<file path="src/rtl/axi4_lite_interconnect_1xn_pkg.sv">
// Shared address map, default widths and response codes for the 1xN AXI4-Lite interconnect.
package axi4_lite_interconnect_1xn_pkg;

  localparam int AXI_SLAVE_NUM  = 2;
  localparam int AXI_ADDR_WIDTH = 32;
  localparam int AXI_DATA_WIDTH = 32;

  // Each slave owns one 256-byte window; an address matching no window is unmapped
  localparam logic [AXI_ADDR_WIDTH-1:0] SLAVE_BASE_ADDR [AXI_SLAVE_NUM] = '{32'h0000_0000, 32'h0000_0100};
  localparam logic [AXI_ADDR_WIDTH-1:0] SLAVE_ADDR_MASK [AXI_SLAVE_NUM] = '{32'hFFFF_FF00, 32'hFFFF_FF00};

  typedef enum logic [1:0] {
    OKAY   = 2'd0,
    EXOKAY = 2'd1,
    SLVERR = 2'd2,
    DECERR = 2'd3
  } resp_t;

endpackage

</file>
<file path="src/rtl/axi4_lite_interconnect_1xn_if.sv">
// Bus bundle for the 1xN interconnect: upstream s_* channels and per-slave packed m_* channels.
interface axi4_lite_interconnect_1xn_if
  import axi4_lite_interconnect_1xn_pkg::*;
#(
  parameter int SLAVE_NUM  = AXI_SLAVE_NUM,
  parameter int ADDR_WIDTH = AXI_ADDR_WIDTH,
  parameter int DATA_WIDTH = AXI_DATA_WIDTH
);

  logic [ADDR_WIDTH-1:0]   s_awaddr;
  logic                    s_awvalid, s_awready;
  logic [DATA_WIDTH-1:0]   s_wdata;
  logic [DATA_WIDTH/8-1:0] s_wstrb;
  logic                    s_wvalid, s_wready;
  logic [1:0]              s_bresp;
  logic                    s_bvalid, s_bready;
  logic [ADDR_WIDTH-1:0]   s_araddr;
  logic                    s_arvalid, s_arready;
  logic [DATA_WIDTH-1:0]   s_rdata;
  logic [1:0]              s_rresp;
  logic                    s_rvalid, s_rready;

  logic [SLAVE_NUM-1:0][ADDR_WIDTH-1:0]   m_awaddr;
  logic [SLAVE_NUM-1:0]                   m_awvalid, m_awready;
  logic [SLAVE_NUM-1:0][DATA_WIDTH-1:0]   m_wdata;
  logic [SLAVE_NUM-1:0][DATA_WIDTH/8-1:0] m_wstrb;
  logic [SLAVE_NUM-1:0]                   m_wvalid, m_wready;
  logic [SLAVE_NUM-1:0][1:0]              m_bresp;
  logic [SLAVE_NUM-1:0]                   m_bvalid, m_bready;
  logic [SLAVE_NUM-1:0][ADDR_WIDTH-1:0]   m_araddr;
  logic [SLAVE_NUM-1:0]                   m_arvalid, m_arready;
  logic [SLAVE_NUM-1:0][DATA_WIDTH-1:0]   m_rdata;
  logic [SLAVE_NUM-1:0][1:0]              m_rresp;
  logic [SLAVE_NUM-1:0]                   m_rvalid, m_rready;

  // The interconnect is the slave of the upstream master and the master of every downstream port
  modport slave (
    input  s_awaddr, s_awvalid, s_wdata, s_wstrb, s_wvalid, s_bready, s_araddr, s_arvalid, s_rready,
    output s_awready, s_wready, s_bresp, s_bvalid, s_arready, s_rdata, s_rresp, s_rvalid,
    output m_awaddr, m_awvalid, m_wdata, m_wstrb, m_wvalid, m_bready, m_araddr, m_arvalid, m_rready,
    input  m_awready, m_wready, m_bresp, m_bvalid, m_arready, m_rdata, m_rresp, m_rvalid
  );

  modport master (
    output s_awaddr, s_awvalid, s_wdata, s_wstrb, s_wvalid, s_bready, s_araddr, s_arvalid, s_rready,
    input  s_awready, s_wready, s_bresp, s_bvalid, s_arready, s_rdata, s_rresp, s_rvalid,
    input  m_awaddr, m_awvalid, m_wdata, m_wstrb, m_wvalid, m_bready, m_araddr, m_arvalid, m_rready,
    output m_awready, m_wready, m_bresp, m_bvalid, m_arready, m_rdata, m_rresp, m_rvalid
  );

endinterface

</file>
<file path="src/rtl/axi4_lite_interconnect_1xn_addr_decoder.sv">
// Combinational address decoder: one-hot slave select plus a hit flag, lowest index wins on overlap.
module axi4_lite_addr_decoder
  import axi4_lite_interconnect_1xn_pkg::*;
#(
  parameter int SLAVE_NUM  = AXI_SLAVE_NUM,
  parameter int ADDR_WIDTH = AXI_ADDR_WIDTH
) (
  input  logic [ADDR_WIDTH-1:0] addr,
  output logic [SLAVE_NUM-1:0]  sel,
  output logic                  hit
);

  // Scanning from the top down lets the lowest matching index overwrite any higher one
  always_comb begin
    sel = '0;
    hit = 1'b0;
    for (int i = SLAVE_NUM - 1; i >= 0; i--) begin
      if ((addr & ADDR_WIDTH'(SLAVE_ADDR_MASK[i])) == ADDR_WIDTH'(SLAVE_BASE_ADDR[i])) begin
        sel    = '0;
        sel[i] = 1'b1;
        hit    = 1'b1;
      end
    end
  end

endmodule

</file>
<file path="src/rtl/axi4_lite_interconnect_1xn.sv">
// 1xN AXI4-Lite interconnect with independent single-outstanding write and read FSMs.
// Define AXI_DECERR_EN to answer unmapped addresses with DECERR instead of routing them to slave 0.
module axi4_lite_interconnect_1xn
  import axi4_lite_interconnect_1xn_pkg::*;
#(
  parameter int SLAVE_NUM  = AXI_SLAVE_NUM,
  parameter int ADDR_WIDTH = AXI_ADDR_WIDTH,
  parameter int DATA_WIDTH = AXI_DATA_WIDTH
) (
  input logic                          clk,
  input logic                          rst_n,
  axi4_lite_interconnect_1xn_if.slave  bus
);

`ifdef AXI_DECERR_EN
  localparam bit DECERR_EN = 1'b1;
`else
  localparam bit DECERR_EN = 1'b0;
`endif

  localparam logic [1:0] W_IDLE = 2'd0, W_FWD = 2'd1, W_RESP = 2'd2;
  localparam logic [1:0] R_IDLE = 2'd0, R_FWD = 2'd1, R_RESP = 2'd2;

  logic                    alive;
  logic [1:0]              w_state, r_state;
  logic                    aw_held, w_held, aw_done, wd_done, w_err, b_valid;
  logic [1:0]              b_resp;
  logic [ADDR_WIDTH-1:0]   aw_addr, ar_addr;
  logic [DATA_WIDTH-1:0]   w_data, r_data;
  logic [DATA_WIDTH/8-1:0] w_strb;
  logic [SLAVE_NUM-1:0]    w_sel, r_sel, aw_dec_sel, ar_dec_sel;
  logic                    aw_dec_hit, ar_dec_hit, r_err, r_valid;
  logic [1:0]              r_resp;
  logic                    sel_awready, sel_wready, sel_bvalid, sel_arready, sel_rvalid;
  logic [1:0]              sel_bresp, sel_rresp;
  logic [DATA_WIDTH-1:0]   sel_rdata;
  logic                    fwd_write;

  axi4_lite_addr_decoder #(.SLAVE_NUM(SLAVE_NUM), .ADDR_WIDTH(ADDR_WIDTH)) u_aw_dec (
    .addr(bus.s_awaddr), .sel(aw_dec_sel), .hit(aw_dec_hit)
  );

  axi4_lite_addr_decoder #(.SLAVE_NUM(SLAVE_NUM), .ADDR_WIDTH(ADDR_WIDTH)) u_ar_dec (
    .addr(bus.s_araddr), .sel(ar_dec_sel), .hit(ar_dec_hit)
  );

  // Keeps the upstream readies low during reset and for the edge that releases it
  always_ff @(posedge clk or negedge rst_n) begin
    if (!rst_n) alive <= 1'b0;
    else        alive <= 1'b1;
  end

  assign bus.s_awready = alive && (w_state == W_IDLE) && !aw_held;
  assign bus.s_wready  = alive && (w_state == W_IDLE) && !w_held;
  assign bus.s_arready = alive && (r_state == R_IDLE);
  assign bus.s_bvalid  = b_valid;
  assign bus.s_bresp   = b_resp;
  assign bus.s_rvalid  = r_valid;
  assign bus.s_rresp   = r_resp;
  assign bus.s_rdata   = r_data;

  assign fwd_write     = (w_state == W_FWD) && !w_err;
  assign bus.m_awvalid = (fwd_write && !aw_done) ? w_sel : '0;
  assign bus.m_wvalid  = (fwd_write && !wd_done) ? w_sel : '0;
  assign bus.m_bready  = ((w_state == W_RESP) && !w_err && !b_valid) ? w_sel : '0;
  assign bus.m_arvalid = ((r_state == R_FWD) && !r_err) ? r_sel : '0;
  assign bus.m_rready  = ((r_state == R_RESP) && !r_err && !r_valid) ? r_sel : '0;
  assign bus.m_awaddr  = {SLAVE_NUM{aw_addr}};
  assign bus.m_wdata   = {SLAVE_NUM{w_data}};
  assign bus.m_wstrb   = {SLAVE_NUM{w_strb}};
  assign bus.m_araddr  = {SLAVE_NUM{ar_addr}};

  always_comb begin
    sel_awready = |(bus.m_awready & w_sel);
    sel_wready  = |(bus.m_wready  & w_sel);
    sel_bvalid  = |(bus.m_bvalid  & w_sel);
    sel_arready = |(bus.m_arready & r_sel);
    sel_rvalid  = |(bus.m_rvalid  & r_sel);
    sel_bresp   = '0;
    sel_rresp   = '0;
    sel_rdata   = '0;
    for (int i = 0; i < SLAVE_NUM; i++) begin
      if (w_sel[i]) sel_bresp = bus.m_bresp[i];
      if (r_sel[i]) begin
        sel_rresp = bus.m_rresp[i];
        sel_rdata = bus.m_rdata[i];
      end
    end
  end

  // Unmapped addresses fall back to slave 0; w_err/r_err mark them when DECERR answering is built in
  always_ff @(posedge clk or negedge rst_n) begin
    if (!rst_n) begin
      w_state <= W_IDLE;
      aw_held <= 1'b0;
      w_held  <= 1'b0;
      aw_done <= 1'b0;
      wd_done <= 1'b0;
      w_err   <= 1'b0;
      w_sel   <= '0;
      aw_addr <= '0;
      w_data  <= '0;
      w_strb  <= '0;
      b_valid <= 1'b0;
      b_resp  <= '0;
    end else begin
      case (w_state)
        W_IDLE: begin
          if (bus.s_awvalid && bus.s_awready) begin
            aw_addr <= bus.s_awaddr;
            w_sel   <= aw_dec_hit ? aw_dec_sel : SLAVE_NUM'(1);
            w_err   <= DECERR_EN && !aw_dec_hit;
            aw_held <= 1'b1;
          end
          if (bus.s_wvalid && bus.s_wready) begin
            w_data <= bus.s_wdata;
            w_strb <= bus.s_wstrb;
            w_held <= 1'b1;
          end
          if (aw_held && w_held) begin
            aw_done <= 1'b0;
            wd_done <= 1'b0;
            w_state <= W_FWD;
          end
        end
        W_FWD: begin
          if (w_err) begin
            b_valid <= 1'b1;
            b_resp  <= DECERR;
            w_state <= W_RESP;
          end else begin
            aw_done <= aw_done || sel_awready;
            wd_done <= wd_done || sel_wready;
            if ((aw_done || sel_awready) && (wd_done || sel_wready)) w_state <= W_RESP;
          end
        end
        W_RESP: begin
          if (!b_valid && !w_err && sel_bvalid) begin
            b_valid <= 1'b1;
            b_resp  <= sel_bresp;
          end
          if (b_valid && bus.s_bready) begin
            b_valid <= 1'b0;
            aw_held <= 1'b0;
            w_held  <= 1'b0;
            w_state <= W_IDLE;
          end
        end
        default: w_state <= W_IDLE;
      endcase
    end
  end

  always_ff @(posedge clk or negedge rst_n) begin
    if (!rst_n) begin
      r_state <= R_IDLE;
      ar_addr <= '0;
      r_sel   <= '0;
      r_err   <= 1'b0;
      r_valid <= 1'b0;
      r_resp  <= '0;
      r_data  <= '0;
    end else begin
      case (r_state)
        R_IDLE: begin
          if (bus.s_arvalid && bus.s_arready) begin
            ar_addr <= bus.s_araddr;
            r_sel   <= ar_dec_hit ? ar_dec_sel : SLAVE_NUM'(1);
            r_err   <= DECERR_EN && !ar_dec_hit;
            r_state <= R_FWD;
          end
        end
        R_FWD: begin
          if (r_err) begin
            r_valid <= 1'b1;
            r_resp  <= DECERR;
            r_data  <= '0;
            r_state <= R_RESP;
          end else if (sel_arready) begin
            r_state <= R_RESP;
          end
        end
        R_RESP: begin
          if (!r_valid && !r_err && sel_rvalid) begin
            r_valid <= 1'b1;
            r_resp  <= sel_rresp;
            r_data  <= sel_rdata;
          end
          if (r_valid && bus.s_rready) begin
            r_valid <= 1'b0;
            r_state <= R_IDLE;
          end
        end
        default: r_state <= R_IDLE;
      endcase
    end
  end

endmodule

</file>
<file path="src/flat_wrapper.sv">
// flat-port wrapper written by rule: the top's interface ports become plain ports
module axi4_lite_interconnect_1xn_flat import axi4_lite_interconnect_1xn_pkg::*;
#(
  parameter int SLAVE_NUM  = AXI_SLAVE_NUM,
  parameter int ADDR_WIDTH = AXI_ADDR_WIDTH,
  parameter int DATA_WIDTH = AXI_DATA_WIDTH
)
  (clk, rst_n, bus_s_awaddr, bus_s_awvalid, bus_s_wdata, bus_s_wstrb, bus_s_wvalid, bus_s_bready, bus_s_araddr, bus_s_arvalid, bus_s_rready, bus_s_awready, bus_s_wready, bus_s_bresp, bus_s_bvalid, bus_s_arready, bus_s_rdata, bus_s_rresp, bus_s_rvalid, bus_m_awaddr, bus_m_awvalid, bus_m_wdata, bus_m_wstrb, bus_m_wvalid, bus_m_bready, bus_m_araddr, bus_m_arvalid, bus_m_rready, bus_m_awready, bus_m_wready, bus_m_bresp, bus_m_bvalid, bus_m_arready, bus_m_rdata, bus_m_rresp, bus_m_rvalid);
  axi4_lite_interconnect_1xn_if #(.SLAVE_NUM(SLAVE_NUM), .ADDR_WIDTH(ADDR_WIDTH), .DATA_WIDTH(DATA_WIDTH)) bus_i ();
  input logic clk;
  input logic rst_n;
  input wire logic [$bits(bus_i.s_awaddr)-1:0] bus_s_awaddr;
  input wire logic [$bits(bus_i.s_awvalid)-1:0] bus_s_awvalid;
  input wire logic [$bits(bus_i.s_wdata)-1:0] bus_s_wdata;
  input wire logic [$bits(bus_i.s_wstrb)-1:0] bus_s_wstrb;
  input wire logic [$bits(bus_i.s_wvalid)-1:0] bus_s_wvalid;
  input wire logic [$bits(bus_i.s_bready)-1:0] bus_s_bready;
  input wire logic [$bits(bus_i.s_araddr)-1:0] bus_s_araddr;
  input wire logic [$bits(bus_i.s_arvalid)-1:0] bus_s_arvalid;
  input wire logic [$bits(bus_i.s_rready)-1:0] bus_s_rready;
  output wire logic [$bits(bus_i.s_awready)-1:0] bus_s_awready;
  output wire logic [$bits(bus_i.s_wready)-1:0] bus_s_wready;
  output wire logic [$bits(bus_i.s_bresp)-1:0] bus_s_bresp;
  output wire logic [$bits(bus_i.s_bvalid)-1:0] bus_s_bvalid;
  output wire logic [$bits(bus_i.s_arready)-1:0] bus_s_arready;
  output wire logic [$bits(bus_i.s_rdata)-1:0] bus_s_rdata;
  output wire logic [$bits(bus_i.s_rresp)-1:0] bus_s_rresp;
  output wire logic [$bits(bus_i.s_rvalid)-1:0] bus_s_rvalid;
  output wire logic [$bits(bus_i.m_awaddr)-1:0] bus_m_awaddr;
  output wire logic [$bits(bus_i.m_awvalid)-1:0] bus_m_awvalid;
  output wire logic [$bits(bus_i.m_wdata)-1:0] bus_m_wdata;
  output wire logic [$bits(bus_i.m_wstrb)-1:0] bus_m_wstrb;
  output wire logic [$bits(bus_i.m_wvalid)-1:0] bus_m_wvalid;
  output wire logic [$bits(bus_i.m_bready)-1:0] bus_m_bready;
  output wire logic [$bits(bus_i.m_araddr)-1:0] bus_m_araddr;
  output wire logic [$bits(bus_i.m_arvalid)-1:0] bus_m_arvalid;
  output wire logic [$bits(bus_i.m_rready)-1:0] bus_m_rready;
  input wire logic [$bits(bus_i.m_awready)-1:0] bus_m_awready;
  input wire logic [$bits(bus_i.m_wready)-1:0] bus_m_wready;
  input wire logic [$bits(bus_i.m_bresp)-1:0] bus_m_bresp;
  input wire logic [$bits(bus_i.m_bvalid)-1:0] bus_m_bvalid;
  input wire logic [$bits(bus_i.m_arready)-1:0] bus_m_arready;
  input wire logic [$bits(bus_i.m_rdata)-1:0] bus_m_rdata;
  input wire logic [$bits(bus_i.m_rresp)-1:0] bus_m_rresp;
  input wire logic [$bits(bus_i.m_rvalid)-1:0] bus_m_rvalid;
  assign bus_i.s_awaddr = bus_s_awaddr;
  assign bus_i.s_awvalid = bus_s_awvalid;
  assign bus_i.s_wdata = bus_s_wdata;
  assign bus_i.s_wstrb = bus_s_wstrb;
  assign bus_i.s_wvalid = bus_s_wvalid;
  assign bus_i.s_bready = bus_s_bready;
  assign bus_i.s_araddr = bus_s_araddr;
  assign bus_i.s_arvalid = bus_s_arvalid;
  assign bus_i.s_rready = bus_s_rready;
  assign bus_s_awready = bus_i.s_awready;
  assign bus_s_wready = bus_i.s_wready;
  assign bus_s_bresp = bus_i.s_bresp;
  assign bus_s_bvalid = bus_i.s_bvalid;
  assign bus_s_arready = bus_i.s_arready;
  assign bus_s_rdata = bus_i.s_rdata;
  assign bus_s_rresp = bus_i.s_rresp;
  assign bus_s_rvalid = bus_i.s_rvalid;
  assign bus_m_awaddr = bus_i.m_awaddr;
  assign bus_m_awvalid = bus_i.m_awvalid;
  assign bus_m_wdata = bus_i.m_wdata;
  assign bus_m_wstrb = bus_i.m_wstrb;
  assign bus_m_wvalid = bus_i.m_wvalid;
  assign bus_m_bready = bus_i.m_bready;
  assign bus_m_araddr = bus_i.m_araddr;
  assign bus_m_arvalid = bus_i.m_arvalid;
  assign bus_m_rready = bus_i.m_rready;
  assign bus_i.m_awready = bus_m_awready;
  assign bus_i.m_wready = bus_m_wready;
  assign bus_i.m_bresp = bus_m_bresp;
  assign bus_i.m_bvalid = bus_m_bvalid;
  assign bus_i.m_arready = bus_m_arready;
  assign bus_i.m_rdata = bus_m_rdata;
  assign bus_i.m_rresp = bus_m_rresp;
  assign bus_i.m_rvalid = bus_m_rvalid;
  axi4_lite_interconnect_1xn #(.SLAVE_NUM(SLAVE_NUM), .ADDR_WIDTH(ADDR_WIDTH), .DATA_WIDTH(DATA_WIDTH)) u_core (.clk(clk), .rst_n(rst_n), .bus(bus_i));
endmodule
</file>
<file path="config.mk">
export PLATFORM = sky130hd
export DESIGN_NAME = axi4_lite_interconnect_1xn_flat
export DESIGN_NICKNAME = d
export VERILOG_FILES = /design/src/rtl/axi4_lite_interconnect_1xn_pkg.sv /design/src/rtl/axi4_lite_interconnect_1xn_if.sv /design/src/rtl/axi4_lite_interconnect_1xn_addr_decoder.sv /design/src/rtl/axi4_lite_interconnect_1xn.sv /design/src/flat_wrapper.sv
export SDC_FILE = /design/constraint.sdc
export NUM_CORES = 1
export LEC_CHECK = 0
export ABC_AREA = 0
export CAP_MARGIN = 20
export CORE_AREA = 2 2 173 175
export CTS_CLUSTER_DIAMETER = 40
export DETAILED_ROUTE_END_ITERATION = 8
export DIE_AREA = 0 0 175 177
export PLACE_DENSITY = 0.62
export SYNTH_ARGS = -nofsm -noshare
export SYNTH_HDL_FRONTEND = slang
export SYNTH_SLANG_ARGS = --single-unit
</file>
<file path="constraint.sdc">
create_clock -name clk -period 4.5 [get_ports clk]
set_input_delay 1.125 -clock clk [delete_from_list [all_inputs] [get_ports clk]]
set_output_delay 1.125 -clock clk [all_outputs]
set_load 0.01 [all_outputs]
</file>
==> qor.yml <==
worst_setup_path:
  cp-start-kind: "register"
  cp-startpoint: "u_core.w_state[0]$_DFFE_PN0P_"
  critical_path_class: "register to output pin"
  critical_path.max_fanout: 8
  r2r_start: "u_core.w_state[0]$_DFFE_PN0P_"
  critPathArrivalTime_ns: 2.09
  worstSetupEndpointType: "output pin"
  required_ns: 3.38
synth:
  synth.yosys.warnings: 0
  synthDistinctLibCells: 43
  seq_area_frac_synth: 0.517
  yosysTopAreaCell: "dfrtp_1"
  async_reset_ff_frac: 1.00
  synthFlopType: "dfrtp_1"
  syn_area_mm2: 0.00731
  synth_fp_nets: 788
  postSynthAreaPerCell_um2: 12.4
  synth_top_area_frac: 0.517
  synth_seq_cells: 151
  synthesis.instances: 590
  synth_edf_count: 0
  synth_area_leaders: "dfrtp_1 52%, mux2_4 12%, buf_4 10%"
run_status:
  run_status: "completed"
place:
  portBuffers: 439
  dp_cells: 1300
  hpwl_um: 17100
  gp_congestion: 0.754
cts:
  clk_latency_ns: 0.41
  htree_levels: 4
  cts-root-buf: "clkbuf_16"
  cts_inserted_buffers: 17
  cts_hold_buf: 0
  cts_setup_buffers: 0
  clk_pin_slew_worst_paths_ns: 0.06
  cts_tree: "built"
  ctsResizeCount: 0
  cts_sinks: 151
  cts.path.max_buffers: 2
timing:
  fin_skew_ns: 0.00757
  rsz0062_at_grt: "false"
  setup_tns_ns: 0
  clock.fmax_ghz: 0.311
  relSlewSlack: 0.532
  tightest_slew_ns: 0.702
  hold_viol_final: 0
  period_share: 0.715
  period_minus_slack_ns: 3.22
  slew_violations: 0
  setup_violations: 0
detailed_routing:
  routed_wl_um: 22400
  drc_errors: 0
  routed_via_density: 4.21
  post_drt_wl_per_cell_um: 16.8
  vias: 5608
  drt_iter0_drc: 203
  antenna_left: 0
  first_pass_iters: 4
pwr:
  swShare: 0.324
  clock_power_share: 0.181
  power_density_mw_per_mm2: 701
  sequentialPowerShare: 0.311
  p_int_mw: 5.67
  switching_power_mw: 2.72
  p_leak_nw: 5.13
  ir_worst_vdd_mv: 0.338
  combPwrFrac: 0.508
global_routing:
  grtUsageTotal: 0.139
  antenna_found_initial: 0
  grt_start_max_net_pins: 74
  grt_pass1_wl_um: 33500
  grt_pass1_vias: 5831
  gr-total-overflow: 0
floorplan:
  rows: 63
  io_pins: 440
  placeableCoreArea_mm2: 0.0292
  fp.dieW_um: 175
  start_util: 0.250
  die_h_um: 177
  die-area_mm2: 0.0310
worst_hold_path:
  hold_start: "u_core.bus.s_rdata[25]$_DFFE_PN0P_"
  min_path_type: "register to register"
layout:
  fillerInstances: 2765
  final_nets: 1127
  multi_input_area_mm2: 0.00260
  final_cell_mix: "438 x clkdlybuf4s50_1, 151 x dfrtp_1, 58 x mux2_4"
  final_cells: 1332
  syn_to_final_growth_pct: 63.7
  layout.area.seq_mm2: 0.00378
  drive_gt1_frac: 0.157
  antenna_cells: 0
  layout_commonest_cell: "clkdlybuf4s50_1"
flow_run:
  max_cap_viol_count: 0
-- critical path, stage by stage, from the launching register on --
cell and delay (ns):
dfrtp_1 0.39, inv_1 0.12, ha_1 0.32, and3b_2 0.28, clkdlybuf4s50_1 0.57
-- final timing paths --
check | end | slack (ns) | depth (start not counted)
worst max-delay path | bus_s_awready | 1.28 | 4
worst min-delay path | u_core.bus.s_rdata[25]$_DFFE_PN0P_ | 0.53 | 2
worst max register to register | u_core.w_sel[0]$_DFFE_PN0P_ | 2.38 | 6
worst min register to register | u_core.bus.s_rdata[25]$_DFFE_PN0P_ | 0.53 | 2
max in group asynchronous | u_core.alive$_DFF_PN0_ | 3.02 | 2
min in group asynchronous | u_core.w_data[13]$_DFFE_PN0P_ | 0.63 | 1
-- area by class of cell --
class | instances | share of cell area
Clock buffer | 20 | 0.0382
Clock inverter | 12 | 0.0137
Inverter | 8 | 0.00251
Multi-Input combinational cell | 306 | 0.217
Sequential cell | 151 | 0.316
Tap cell | 390 | 0.0408
Timing Repair Buffer | 445 | 0.372
-- flip-flops by register name (all words and copies together) (netlist names) --
signal / flops
u_core.w_data: 32
u_core.aw_held: 1
u_core.wd_done: 1
u_core.bus.s_rvalid: 1
u_core.bus.s_rdata: 32
u_core.aw_addr: 32
u_core.w_sel: 2
u_core.w_state: 2
u_core.ar_addr: 32
u_core.r_sel: 2
u_core.bus.s_rresp: 2
u_core.aw_done: 1
u_core.bus.s_bvalid: 1
u_core.alive: 1
u_core.w_held: 1
u_core.w_strb: 4
u_core.r_state: 2
u_core.bus.s_bresp: 2
-- cell families (layout without fill, tap and decap cells) --
family	Yosys count	after routing	share of synthesized area
other	1	1	0.000513
DFF	151	151	0.517
AOI/OAI and AO/OA	104	104	0.0892
muxes	102	102	0.187
adders and majority gates	9	9	0.0154
buffers and inverters	133	485	0.129
and+or+nand+nor	90	90	0.0623
-- stage by stage --
step	cell area (µm²)	worst slack (ns)	total power, mW	util	hold WS [ns]
floorplan	7310	2.30	4.79	-	0.510
global placement	11300	1.68	6.89	0.388	0.508
detailed placement	11300	1.63	6.94	0.388	0.520
CTS	12000	1.22	8.53	0.409	0.534
global route	12000	1.14	8.89	0.409	0.551
finish	12000	1.28	8.39	0.409	0.529
-- metal layers --
metal | vias to the layer above | track usage | wire, µm
li1 | 2640 | - | -
met1 | 2735 | 0.172 | 9560
met2 | 224 | 0.242 | 11300
met3 | 9 | 0.0372 | 1290
met4 | 0 | 0.0326 | 192
met5 | - | 0 | 0
-- power by group through the flow --
| stage | registers [mW] | logic (mW) | clock network [mW] |
|---|---|---|---|
| final | 2.61 | 4.26 | 1.52 |
| after global routing | 2.72 | 4.53 | 1.63 |
| after CTS | 2.63 | 4.32 | 1.58 |
| after detailed placement | 2.64 | 4.30 | 0 |
| after global placement | 2.63 | 4.26 | 0 |
| after floorplan | 2.78 | 2.01 | 0 |
-- cells in the mapped netlist, drive strengths merged (2+ instances only) --
cell and number:
dfrtp 151, buf 121, mux2 101, a21oi 49
nor2 47, a22oi 36, nand2 16, nor4 10
ha 9, inv 8, o21ai 6, clkbuf 4
nor3b 4, and3b 3, a21o 2, a22o 2
and2 2, nand4 2, nor3 2, nor4b 2
Power figures use the tool's default switching activity.
